## config.mk

```make
export PLATFORM = sky130hd
export DESIGN_NAME = xc_sha3_unidx
export DESIGN_NICKNAME = d
export VERILOG_FILES = /design/src/rtl/xc_sha3_unidx.sv
export SDC_FILE = /design/constraint.sdc
export NUM_CORES = 1
export LEC_CHECK = 0
export ABC_CLOCK_PERIOD_IN_PS = 2200
export CORE_UTILIZATION = 40
export CTS_CLUSTER_SIZE = 14
export DETAILED_ROUTE_END_ITERATION = 10
export GPL_ROUTABILITY_DRIVEN = 0
export HOLD_SLACK_MARGIN = 0.15
export PLACE_DENSITY_LB_ADDON = 0.3
export SYNTH_ARGS = -nofsm -noshare
export SYNTH_HDL_FRONTEND = slang
export SYNTH_SLANG_ARGS = --single-unit
```

## constraint.sdc

```tcl
create_clock -name g_clk -period 2.2 [get_ports g_clk]
set_input_delay 0.33 -clock g_clk [delete_from_list [all_inputs] [get_ports g_clk]]
set_output_delay 0.33 -clock g_clk [all_outputs]
set_load 0.01 [all_outputs]
```

## src/rtl/xc_sha3_unidx.sv

```systemverilog
// -----------------------------------------------------------------------------
// xc_sha3_unidx
//   Inverse lane-index unit for the xc.sha3 path. Takes a scaled Keccak lane
//   address (lane << req_shamt) and returns the (x,y) state coordinates. It
//   divides by 5 with repeated subtraction, one step per cycle. A
//   valid/ready handshake sits on both sides, and only one operation is in
//   flight at a time.
//
//   Optional build macro XC_SHA3_UNIDX_PI_EN:
//     defined   : req_pi is sampled at accept. When it is 1, an extra PI
//                 phase undoes the pi mapping: x=(X+3Y)%5, y=X.
//     undefined : req_pi is ignored and there is no PI phase.
//
// Ports
//   g_clk      in   1       clock, rising edge
//   g_resetn   in   1       asynchronous active-low reset
//   req_valid  in   1       request present
//   req_ready  out  1       high only while idle
//   req_addr   in   ADDR_W  scaled lane address
//   req_shamt  in   2       shift used to form req_addr
//   req_pi     in   1       undo pi mapping (PI build only)
//   rsp_valid  out  1       response present, held until rsp_ready
//   rsp_ready  in   1       consumer accepts response
//   rsp_lane   out  5       decoded lane 0..24
//   rsp_x      out  3       x coordinate 0..4
//   rsp_y      out  3       y coordinate 0..4
//   rsp_err    out  1       misaligned address or lane > 24 (x/y/lane = 0)
//
// States
//   state | meaning
//   IDLE  | waiting for a request, req_ready=1
//   DIV   | repeated subtract-5 on lane: rem -> X, count -> Y
//   PI    | reduce X+3Y mod 5 (PI build only)
//   DONE  | response held until rsp_ready
// -----------------------------------------------------------------------------
module xc_sha3_unidx #(
    parameter int ADDR_W = 32
) (
    input  logic              g_clk,
    input  logic              g_resetn,
    input  logic              req_valid,
    output logic              req_ready,
    input  logic [ADDR_W-1:0] req_addr,
    input  logic [1:0]        req_shamt,
    input  logic              req_pi,
    output logic              rsp_valid,
    input  logic              rsp_ready,
    output logic [4:0]        rsp_lane,
    output logic [2:0]        rsp_x,
    output logic [2:0]        rsp_y,
    output logic              rsp_err
);

    localparam logic [1:0] S_IDLE = 2'd0;
    localparam logic [1:0] S_DIV  = 2'd1;
`ifdef XC_SHA3_UNIDX_PI_EN
    localparam logic [1:0] S_PI   = 2'd2;
`endif
    localparam logic [1:0] S_DONE = 2'd3;

    logic [1:0]        state;
    logic [4:0]        lane_q;
    logic [4:0]        rem_q;
    logic [2:0]        y_q;

    logic [ADDR_W-1:0] lane_full;
    logic [ADDR_W-1:0] low_mask;
    logic              addr_bad;

`ifdef XC_SHA3_UNIDX_PI_EN
    logic              pi_q;
    logic [2:0]        x_q;
    logic [4:0]        pi_seed;
`else
    // req_pi has no function in this build; route it to a named sink.
    logic              unused_pi;
    assign unused_pi = req_pi;
`endif

    always_comb begin
        lane_full = req_addr >> req_shamt;
        low_mask  = '0;
        case (req_shamt)
            2'd1:    low_mask = ADDR_W'(1);
            2'd2:    low_mask = ADDR_W'(3);
            2'd3:    low_mask = ADDR_W'(7);
            default: low_mask = '0;
        endcase
        // Full-width compare so any nonzero bit above the lane field counts as out of range.
        addr_bad = (|(req_addr & low_mask)) || (lane_full > ADDR_W'(24));
    end

`ifdef XC_SHA3_UNIDX_PI_EN
    // X + 3*Y with X = rem_q (< 5) and Y <= 4, so the maximum is 16.
    assign pi_seed = rem_q + {2'b00, y_q} + {1'b0, y_q, 1'b0};
`endif

    assign req_ready = (state == S_IDLE);
    assign rsp_valid = (state == S_DONE);

    always_ff @(posedge g_clk or negedge g_resetn) begin
        if (!g_resetn) begin
            state    <= S_IDLE;
            lane_q   <= '0;
            rem_q    <= '0;
            y_q      <= '0;
            rsp_lane <= '0;
            rsp_x    <= '0;
            rsp_y    <= '0;
            rsp_err  <= 1'b0;
`ifdef XC_SHA3_UNIDX_PI_EN
            pi_q     <= 1'b0;
            x_q      <= '0;
`endif
        end else begin
            case (state)
                S_IDLE: begin
                    if (req_valid) begin
                        if (addr_bad) begin
                            rsp_err  <= 1'b1;
                            rsp_lane <= '0;
                            rsp_x    <= '0;
                            rsp_y    <= '0;
                            state    <= S_DONE;
                        end else begin
                            lane_q <= lane_full[4:0];
                            rem_q  <= lane_full[4:0];
                            y_q    <= '0;
`ifdef XC_SHA3_UNIDX_PI_EN
                            pi_q   <= req_pi;
`endif
                            state  <= S_DIV;
                        end
                    end
                end

                S_DIV: begin
                    if (rem_q >= 5'd5) begin
                        rem_q <= rem_q - 5'd5;
                        y_q   <= y_q + 3'd1;
                    end else begin
`ifdef XC_SHA3_UNIDX_PI_EN
                        if (pi_q) begin
                            x_q   <= rem_q[2:0];
                            rem_q <= pi_seed;
                            state <= S_PI;
                        end else begin
                            rsp_err  <= 1'b0;
                            rsp_lane <= lane_q;
                            rsp_x    <= rem_q[2:0];
                            rsp_y    <= y_q;
                            state    <= S_DONE;
                        end
`else
                        rsp_err  <= 1'b0;
                        rsp_lane <= lane_q;
                        rsp_x    <= rem_q[2:0];
                        rsp_y    <= y_q;
                        state    <= S_DONE;
`endif
                    end
                end

`ifdef XC_SHA3_UNIDX_PI_EN
                S_PI: begin
                    if (rem_q >= 5'd5) begin
                        rem_q <= rem_q - 5'd5;
                    end else begin
                        // Source coordinates: x=(X+3Y)%5, y=X. The lane stays the decoded one.
                        rsp_err  <= 1'b0;
                        rsp_lane <= lane_q;
                        rsp_x    <= rem_q[2:0];
                        rsp_y    <= x_q;
                        state    <= S_DONE;
                    end
                end
`endif

                S_DONE: begin
                    if (rsp_ready) begin
                        state <= S_IDLE;
                    end
                end

                default: state <= S_IDLE;
            endcase
        end
    end

endmodule

```

After elaboration in Yosys (flattened, before gate mapping)
Index checks and enable logic that the tools add are counted. W data, S select, Z words.

Register bits: 27. Input bits: 39. Logic and storage cells: 62.

$add $sub $neg: 2. Magnitude comparators: 2. Equality and inequality tests: 11. Shift operators: 1. Muxes and demuxes: 28. Bitwise operators: 2. Reductions and logical operators: 8.

Operators by type and width (count): $and A32 B32 Y32 (1); $gt A32 B5 Y1 const B (1); $reduce_or A32 Y1 (1); $shr A32 B2 Y32 (1); $mux W5 (6); $mux W3 (7); $pmux W5 S2 (2); $pmux W3 S2 (3); $pmux W3 S3 (1); $mux W2 (4); $ne A2 B2 Y1 const B (4); $reduce_and A4 Y1 (2); $eq A2 B2 Y1 const B (3); $pmux W2 S3 (1); $reduce_and A3 Y1 (2); $ge A5 B3 Y1 const B (1); $sub A5 B3 Y5 const B (1); $eq A2 B1 Y1 const B (2); $ne A2 B1 Y1 const B (2); $add A3 B1 Y3 const B (1); $mux W1 (3); $logic_not A2 Y1 (1); $pmux W1 S2 (1); $reduce_bool A2 Y1 (1); other kinds (2) (2).

Depth between registers and ports, before layout
Gate-level depths: netlist of run 1.

Word-level depth: 8. Depth in mapped cells: 8. Mapped depth without buffers: 8.

Least setup slack after synthesis of run 1
OpenSTA, ideal clock, no wires.

Kind: register -> register. From: register state[0]. To: register lane_q[0]. Library setup time: 125 ps. Arrival: 1709 ps. Slack: 366 ps. Cell stages (with the launch flop): 5. Buffers on the path: 1. Path through: dfrtp_1 > buf_2 > nor2_1 > o2111ai_2 > mux2_2.

Cells in the longest elaborated chain, start to end: 2.

RTL lines: start: declaration (RTL line 61) `logic [1:0] state;`; start signal: assignment (RTL line 103) `state <= S_IDLE;`; start signal: assignment (RTL line 124) `state <= S_DONE;`; start signal: assignment (RTL line 132) `state <= S_DIV;`; $logic_not A2 Y1; named net req_ready (RTL line 42) `output logic req_ready,`; $reduce_and A3 Y1 (no line); end signal: assignment (RTL line 126) `lane_q <= lane_full[4:0];`; end: declaration (RTL line 62) `logic [4:0] lane_q;`.

The timed path passes the listed nets, and every way through them passes these cells. A chain may end at the register's enable or synchronous reset.

Final worst setup path of run 1
From: input req_addr[0]. To: register lane_q[0].

Cells in the longest elaborated chain, start to end: 5. Elaborated cells on any way between the ends: 7.

RTL lines: start: declaration (RTL line 43) `input logic [ADDR_W-1:0] req_addr,`; $shr A32 B2 Y32 or $and A32 B32 Y32 (tied branches) (RTL line 81, 90); $gt A32 B5 Y1 or $reduce_or A32 Y1 (tied branches) (RTL line 90) `addr_bad = (|(req_addr & low_mask)) || (lane_full > ADDR_W'(24));`; $logic_or A1 B1 Y1 (RTL line 90); $not A1 Y1 (no line); $reduce_and A3 Y1 (no line).

Several ways; a longest one is shown, not always the timed one.

==> reports/metrics.yaml, run 1 <==
outcome:
  status: "finished, final reports clean"
final_layout:
  fillers: 307
  final_cells: 264
  syn2layout_area_growth_pct: 46.1
  seq_area_um2: 676
  multiInputGateArea_um2: 960
  nets: 259
  fin_util_pct: 63.4
  drive_above_1_share_pct: 22.2
  diodes: 0
clock_tree:
  cts_tree: "done"
  clkSinkCount: 27
  cts_buffers: 3
  cts.htree.levels: 1
  clock_path_buffers: 2
  path_clk_slew_ns: 0.10
  clkLatencyLatePin_ns: 0.28
  clockRootBuffer: "clkbuf_8"
timing:
  post-route-period-util_pct: 99.5
  finalClockSkew_ns: 0.00185
  slew_violations: 0
  tightest_slew_ns: 0.509
  slew_headroom_pct: 65.9
  setup_viol: 0
  min_period_ns: 2.19
  fmax_ghz: 0.457
  hold_viol_final: 0
logic_synthesis:
  yosys_warnings: 0
  synth_cell_types: 45
  synth_nets: 191
  synth_ff_type: "dfrtp_1"
  yosys.area.top_type: "dfrtp_1"
  yosys_register_bits: 27
  synth_edf_count: 0
  synth_area_leaders: "dfrtp_1 (41%), a22o_1 (6.9%), mux2i_1 (6.1%)"
  synth_seq_area_share_pct: 41.0
  async_flop_share_pct: 100
  syn_area_per_cell_um2: 11.1
  synth_cells: 149
  syn-cell-area_um2: 1650
  synth_most_common_cell: "dfrtp_1"
  yosys-top-cells-count: "dfrtp_1 (27), a22o_1 (13), nor2_1 (12)"
  yosysTopAreaCellShare_pct: 41.0
power:
  power_density_nw_per_um2: 987
  p_leak_nw: 1.05
  peakVddDrop_v: 0.000782
run:
  cap_viol_max_count: 0
critical_path:
  end_kind: "register"
  r2r_start: "rem_q[1]$_DFFE_PN0P_"
  cpPeakStageDelay_ns: 0.46
  critPathLaunch: "req_addr[0]"
  crit_type: "in -> reg"
  arrival_ns: 2.36
  r2r_cells: 7
  crit_family: "buffers and inverters"
  worstPathMaxFanout: 5
  start_kind: "input pin"
  timing.rr.end: "y_q[0]$_DFFE_PN0P_"
  worst_ep_required_time_ns: 2.37
  crit_path_top_delay_cell: "clkdlybuf4s50_1"
  crit_chain: "clkdlybuf4s50_1, buf_4, mux2_2, o41ai_4, buf_4, o2111ai_4, mux2_2"
  rrSetupSlack_ns: 0.25
  cp_num_buf_inv: 3
global_route:
  grt_max_degree: 28
  grtUsageTotal_pct: 19.3
  grt_overflow: 0
  antenna_found_initial: 0
  grt_pass1_vias: 1406
  grt_first_pass_wirelength_mm: 6.52
drt:
  post_drt_wl_per_cell_um: 16.0
  final_antenna_net_count: 0
  firstDrtPassIters: 4
  drtIter0Drc: 84
  wl_mm: 4.22
  viasPerCell: 5.71
  dr_total_vias: 1507
  drcViolationCount: 0
floorplanning:
  die_x_um: 66.2
  boundaryPins: 53
  fp.coreArea_um2: 3800
  start_util_pct: 43.4
  rows: 22
  die_h_um: 66.2
  die_area_um2: 4380
placed_design:
  portBuffers: 51
  place_inst: 257
  hpwlAfterDp_mm: 3.12
min_path:
  worstHoldPathType: "in -> async"
-- placed cells by master (no fill, tap or decap), types with 4 or more instances in the layout --
cell | synthesis | layout
nand2_1 | 8 | 8
o21ai_0 | 5 | 5
buf_4 | 0 | 16
clkdlybuf4s50_1 | 0 | 49
mux2_2 | 6 | 6
a21oi_1 | 5 | 5
nor4_1 | 6 | 4
mux2i_1 | 10 | 9
dfrtp_1 | 27 | 27
inv_1 | 6 | 6
nor2_1 | 12 | 12
a22o_1 | 13 | 13
-- power breakdown --
part / internal, W / switching [W]
clock network: 0.000129 / 0.000168
registers: 0.000650 / 0.000158
logic: 0.000658 / 0.000616
-- worst max-delay path by stage --
stage | endpoint | slack [ns] | cells after the start
final | lane_q[0]$_DFFE_PN0P_ | 0.01 | 7
after global routing | y_q[0]$_DFFE_PN0P_ | -0.05 | 8
after CTS | y_q[0]$_DFFE_PN0P_ | 0.02 | 8
after detailed placement | rsp_x[1]$_DFFE_PN0P_ | -0.37 | 7
after global placement | rsp_x[1]$_DFFE_PN0P_ | -0.28 | 8
after floorplan | lane_q[0]$_DFFE_PN0P_ | 0.37 | 4
-- metrics by stage --
step	power [W]	instance area, um2	setup slack (ns)	setup TNS, ns	hold WS [ns]
2_1_floorplan	0.00158	1650	0.366	0	0.0344
3_3_place_gp	0.00197	2290	-0.276	-5.63	0.481
4_1_cts	0.00234	2340	0.0189	0	0.428
6_report	0.00238	2410	0.0114	0	0.417
5_1_grt	0.00253	2410	-0.0537	-0.225	0.449
3_5_place_dp	0.00203	2290	-0.371	-7.50	0.488
-- per-layer routing --
layer  track usage [%]  share of wire, %
met2              32.5                50
met4              2.39              0.76
met1              26.0                43
met5                 0                 0
met3              4.14               6.0
-- cell type report --
class | instances | share of cell area (%)
multi-input cells | 111 | 39.8
well taps | 48 | 2.49
inverters | 6 | 0.935
clock inverters | 1 | 0.312
flip-flops and latches | 27 | 28.0
clock buffers | 3 | 1.71
repair buffers | 68 | 26.7
-- state kept, by name (all words and copies together) (netlist names) --
register and flops:
lane_q 5, rem_q 5, rsp_err 1, rsp_lane 5, rsp_x 3, rsp_y 3
state 2, y_q 3
-- what timing repair did --
| item | in CTS | in global routing |
|---|---|---|
| gates resized for setup | 3 | 7 |
| setup buffers | 0 | 2 |
| endpoints found under the setup margin | 12 | 25 |
| hold buffers | 0 | 0 |
| cloned | 0 | 1 |
| pin swaps | 3 | 2 |
-- worst reg2reg max path, cell delays in order, from the launching register on --
cell and delay [ns]:
dfrtp_1 0.42, inv_1 0.10, ha_1 0.20, o31ai_2 0.26, nand3_1 0.14, o211ai_1 0.28, nor2_1 0.15, mux2_4 0.30
-- cell families after synthesis --
family	after synthesis	synth area share, %
AND/OR/NAND/NOR	40	13.7
flip-flops	27	41.0
adder cells (fa/ha/maj)	3	2.28
buffers and inverters	12	4.17
multiplexers	19	14.0
AO/OA/AOI/OAI	48	24.9
Power figures use the tool's default switching activity.
==> run 2: changes to the inputs <==
GPL_ROUTABILITY_DRIVEN = not set   (was 0)
==> reports/metrics.yaml, run 2 (same netlist as run 1, synthesis figures left out) <==
power:
  power.internal_w: 0.00144  # about the same
  power_density_nw_per_um2: 986  # was 987 nW/um2
  p_sw_w: 0.000940  # was 0.000942 W
  p_sw_share_pct: 39.4  # was 39.6%
  clkPwrFrac_pct: 12.3  # was 12.5%
  p_leak_nw: 1.06  # was 1.05 nW
  seqPwrFrac_pct: 33.9  # was 34.0%
  peakVddDrop_v: 0.000962  # was 0.000782 V
  comb_power_share_pct: 53.8  # was 53.6%
final_layout:
  fin_util_pct: 63.6  # was 63.4%
  diodes: 0  # unchanged
  nets: 260  # was 259
  top_regs: "lane_q (5), rem_q (5), rsp_lane (5)"  # unchanged
  drive_above_1_share_pct: 22.1  # was 22.2%
  syn2layout_area_growth_pct: 46.6  # was 46.1%
  layout_common_cells: "clkdlybuf4s50_1 (49), dfrtp_1 (27), buf_4 (18), a22o_1 (13), nor2_1 (12)"  # was clkdlybuf4s50_1 (49), dfrtp_1 (27), buf_4 (16), a22o_1 (13), nor2_1 (12)
  final_common_cell: "clkdlybuf4s50_1"  # unchanged
  fillers: 303  # was 307
timing:
  fmax_ghz: 0.484  # was 0.457 GHz
  slew_headroom_pct: 63.8  # was 65.9%
  setup_viol: 0  # unchanged
  hold_viol_final: 0  # unchanged
  rsz0062_at_grt: "false"
  fin_tns_setup_ns: 0  # unchanged
  slew_violations: 0  # unchanged
  min_period_ns: 2.06  # was 2.19 ns
  post-route-period-util_pct: 93.9  # was 99.5%
  tightest_slew_ns: 0.540  # was 0.509 ns
  finalClockSkew_ns: 0.0105  # was 0.00185 ns
critical_path:
  arrival_ns: 2.23  # was 2.36 ns
  worstPathMaxFanout: 5  # unchanged
  end_kind: "register"  # unchanged
  endpoint: "lane_q[3]$_DFFE_PN0P_"  # was lane_q[0]$_DFFE_PN0P_
  crit_family: "buffers and inverters"  # unchanged
  worst_ep_required_time_ns: 2.37  # about the same
  crit_path_top_delay_cell: "clkdlybuf4s50_1"  # unchanged
  cpPeakStageDelay_ns: 0.45  # was 0.46 ns
  timing.rr.end: "y_q[2]$_DFFE_PN0P_"  # was y_q[0]$_DFFE_PN0P_
  critPathLaunch: "req_addr[0]"  # unchanged
  start_kind: "input pin"  # unchanged
  cpMostUsedCell: "buf_4"
  rrSetupSlack_ns: 0.26  # was 0.25 ns
  crit_type: "in -> reg"  # unchanged
  cp_num_buf_inv: 4  # was 3
  crit_chain: "clkdlybuf4s50_1, buf_4, nor2_1, a22oi_1, nor4_4, buf_4, buf_4, o2111ai_4, mux2_2"  # was clkdlybuf4s50_1, buf_4, mux2_2, o41ai_4, buf_4, o2111ai_4, mux2_2
  r2r_cells: 8  # was 7
  r2r_start: "rem_q[1]$_DFFE_PN0P_"  # unchanged
  crit_cells: 9  # was 7
floorplanning:
  die_h_um: 66.2  # unchanged
  boundaryPins: 53  # unchanged
  fp.coreArea_um2: 3800  # unchanged
  rows: 22  # unchanged
  die_x_um: 66.2  # unchanged
  die_area_um2: 4380  # unchanged
  start_util_pct: 43.4  # unchanged
global_route:
  grt_first_pass_wirelength_mm: 6.69  # was 6.52 mm
  grtUsageTotal_pct: 19.7  # was 19.3%
  grt_overflow: 0  # unchanged
  grt_pass1_vias: 1384  # was 1,406
  antenna_found_initial: 0  # unchanged
  grt_max_degree: 28  # unchanged
clock_tree:
  cts_tree: "done"  # unchanged
  clockRootBuffer: "clkbuf_8"  # unchanged
  cts.htree.levels: 1  # unchanged
  clkSinkCount: 27  # unchanged
  clkLatencyLatePin_ns: 0.28  # about the same
  cts_buffers: 3  # unchanged
  path_clk_slew_ns: 0.10  # about the same
  clock_path_buffers: 2  # unchanged
  cts-hold-fix-buffers: 0  # unchanged
outcome:
  status: "finished, final reports clean"  # unchanged
drt:
  final_antenna_net_count: 0  # unchanged
  post_drt_wl_per_cell_um: 15.5  # was 16.0 um
  drcViolationCount: 0  # unchanged
  wl_mm: 4.12  # was 4.22 mm
  dr_total_vias: 1499  # was 1,507
  drtIter0Drc: 75  # was 84
  firstDrtPassIters: 4  # unchanged
  viasPerCell: 5.66  # was 5.71
run:
  cap_viol_max_count: 0  # unchanged
min_path:
  worstHoldPathType: "in -> async"  # unchanged
placed_design:
  portBuffers: 51  # unchanged
  gp_congestion: 0.895
  hpwlAfterDp_mm: 3.03  # was 3.12 mm
==> run 2: changes by cell type in the layout (fill, tap and decap cells not counted), sizes merged <==
| cell | delta |
|---|---|
| buf | +1 |
| dlygate4sd2 | -1 |
| dlymetal6s2s | +1 |
==> run 2: routing by layer <==
metal	vias to the layer above	global-route usage, %	share of wire (%)
met5	-	0	0
met4	0	2.39	0.36
met3	4	4.31	7.3
met2	57	32.3	48
met1	726	27.5	44
li1	712	-	-
==> run 2: worst min path at each step <==
| stage | start | end | slack, ns | depth (start not counted) |
|---|---|---|---|---|
| 6_report | g_resetn | rsp_lane[4]$_DFFE_PN0P_ | 0.42 | 2 |
| 5_1_grt | g_resetn | rsp_lane[4]$_DFFE_PN0P_ | 0.45 | 2 |
| 4_1_cts | g_resetn | rsp_x[2]$_DFFE_PN0P_ | 0.43 | 2 |
| 3_5_place_dp | rsp_y[2]$_DFFE_PN0P_ | rsp_y[2]$_DFFE_PN0P_ | 0.48 | 1 |
| 3_3_place_gp | rsp_lane[1]$_DFFE_PN0P_ | rsp_lane[1]$_DFFE_PN0P_ | 0.48 | 1 |
| 2_1_floorplan | g_resetn | lane_q[0]$_DFFE_PN0P_ | 0.03 | 0 |
==> run 2: area by class of cell <==
cell class / instances / area, um2 / share of cell area [%]
clock inverter: 1 / 7.51 / 0.311
clock buffer: 3 / 41.3 / 1.71
timing repair buffer: 69 / 651 / 26.9
multi-input combinational: 111 / 960 / 39.7
tap: 48 / 60.1 / 2.48
inverter: 6 / 22.5 / 0.932
sequential: 27 / 676 / 28.0
==> run 2: per-stage QoR <==
step | std cells | cell area [um2] | hold slack (ns) | setup WS [ns] | power [W]
final | 265 | 2420 | 0.421 | 0.135 | 0.00238
after global routing | 265 | 2420 | 0.453 | 0.00848 | 0.00255
after CTS | 260 | 2350 | 0.432 | 0.00255 | 0.00233
after detailed placement | 256 | 2280 | 0.482 | -0.391 | 0.00202
after global placement | 256 | 2280 | 0.481 | -0.277 | 0.00197
after floorplan | 149 | 1650 | 0.0344 | 0.366 | 0.00158
==> run 2: repair_timing <==
item                                    4_1_cts  5_1_grt
pin swaps                                     4        3
endpoints found under the setup margin       13       25
resized for setup                             4        5
setup buffers                                 0        4
cloned                                        0        1
==> run 2: power by group through the flow <==
stage / clock network [W] / logic [W] / registers [W]
final: 0.000293 / 0.00128 / 0.000809
after global routing: 0.000312 / 0.00140 / 0.000833
after CTS: 0.000296 / 0.00123 / 0.000803
after detailed placement: 0 / 0.00121 / 0.000809
after global placement: 0 / 0.00117 / 0.000799
after floorplan: 0 / 0.000793 / 0.000784
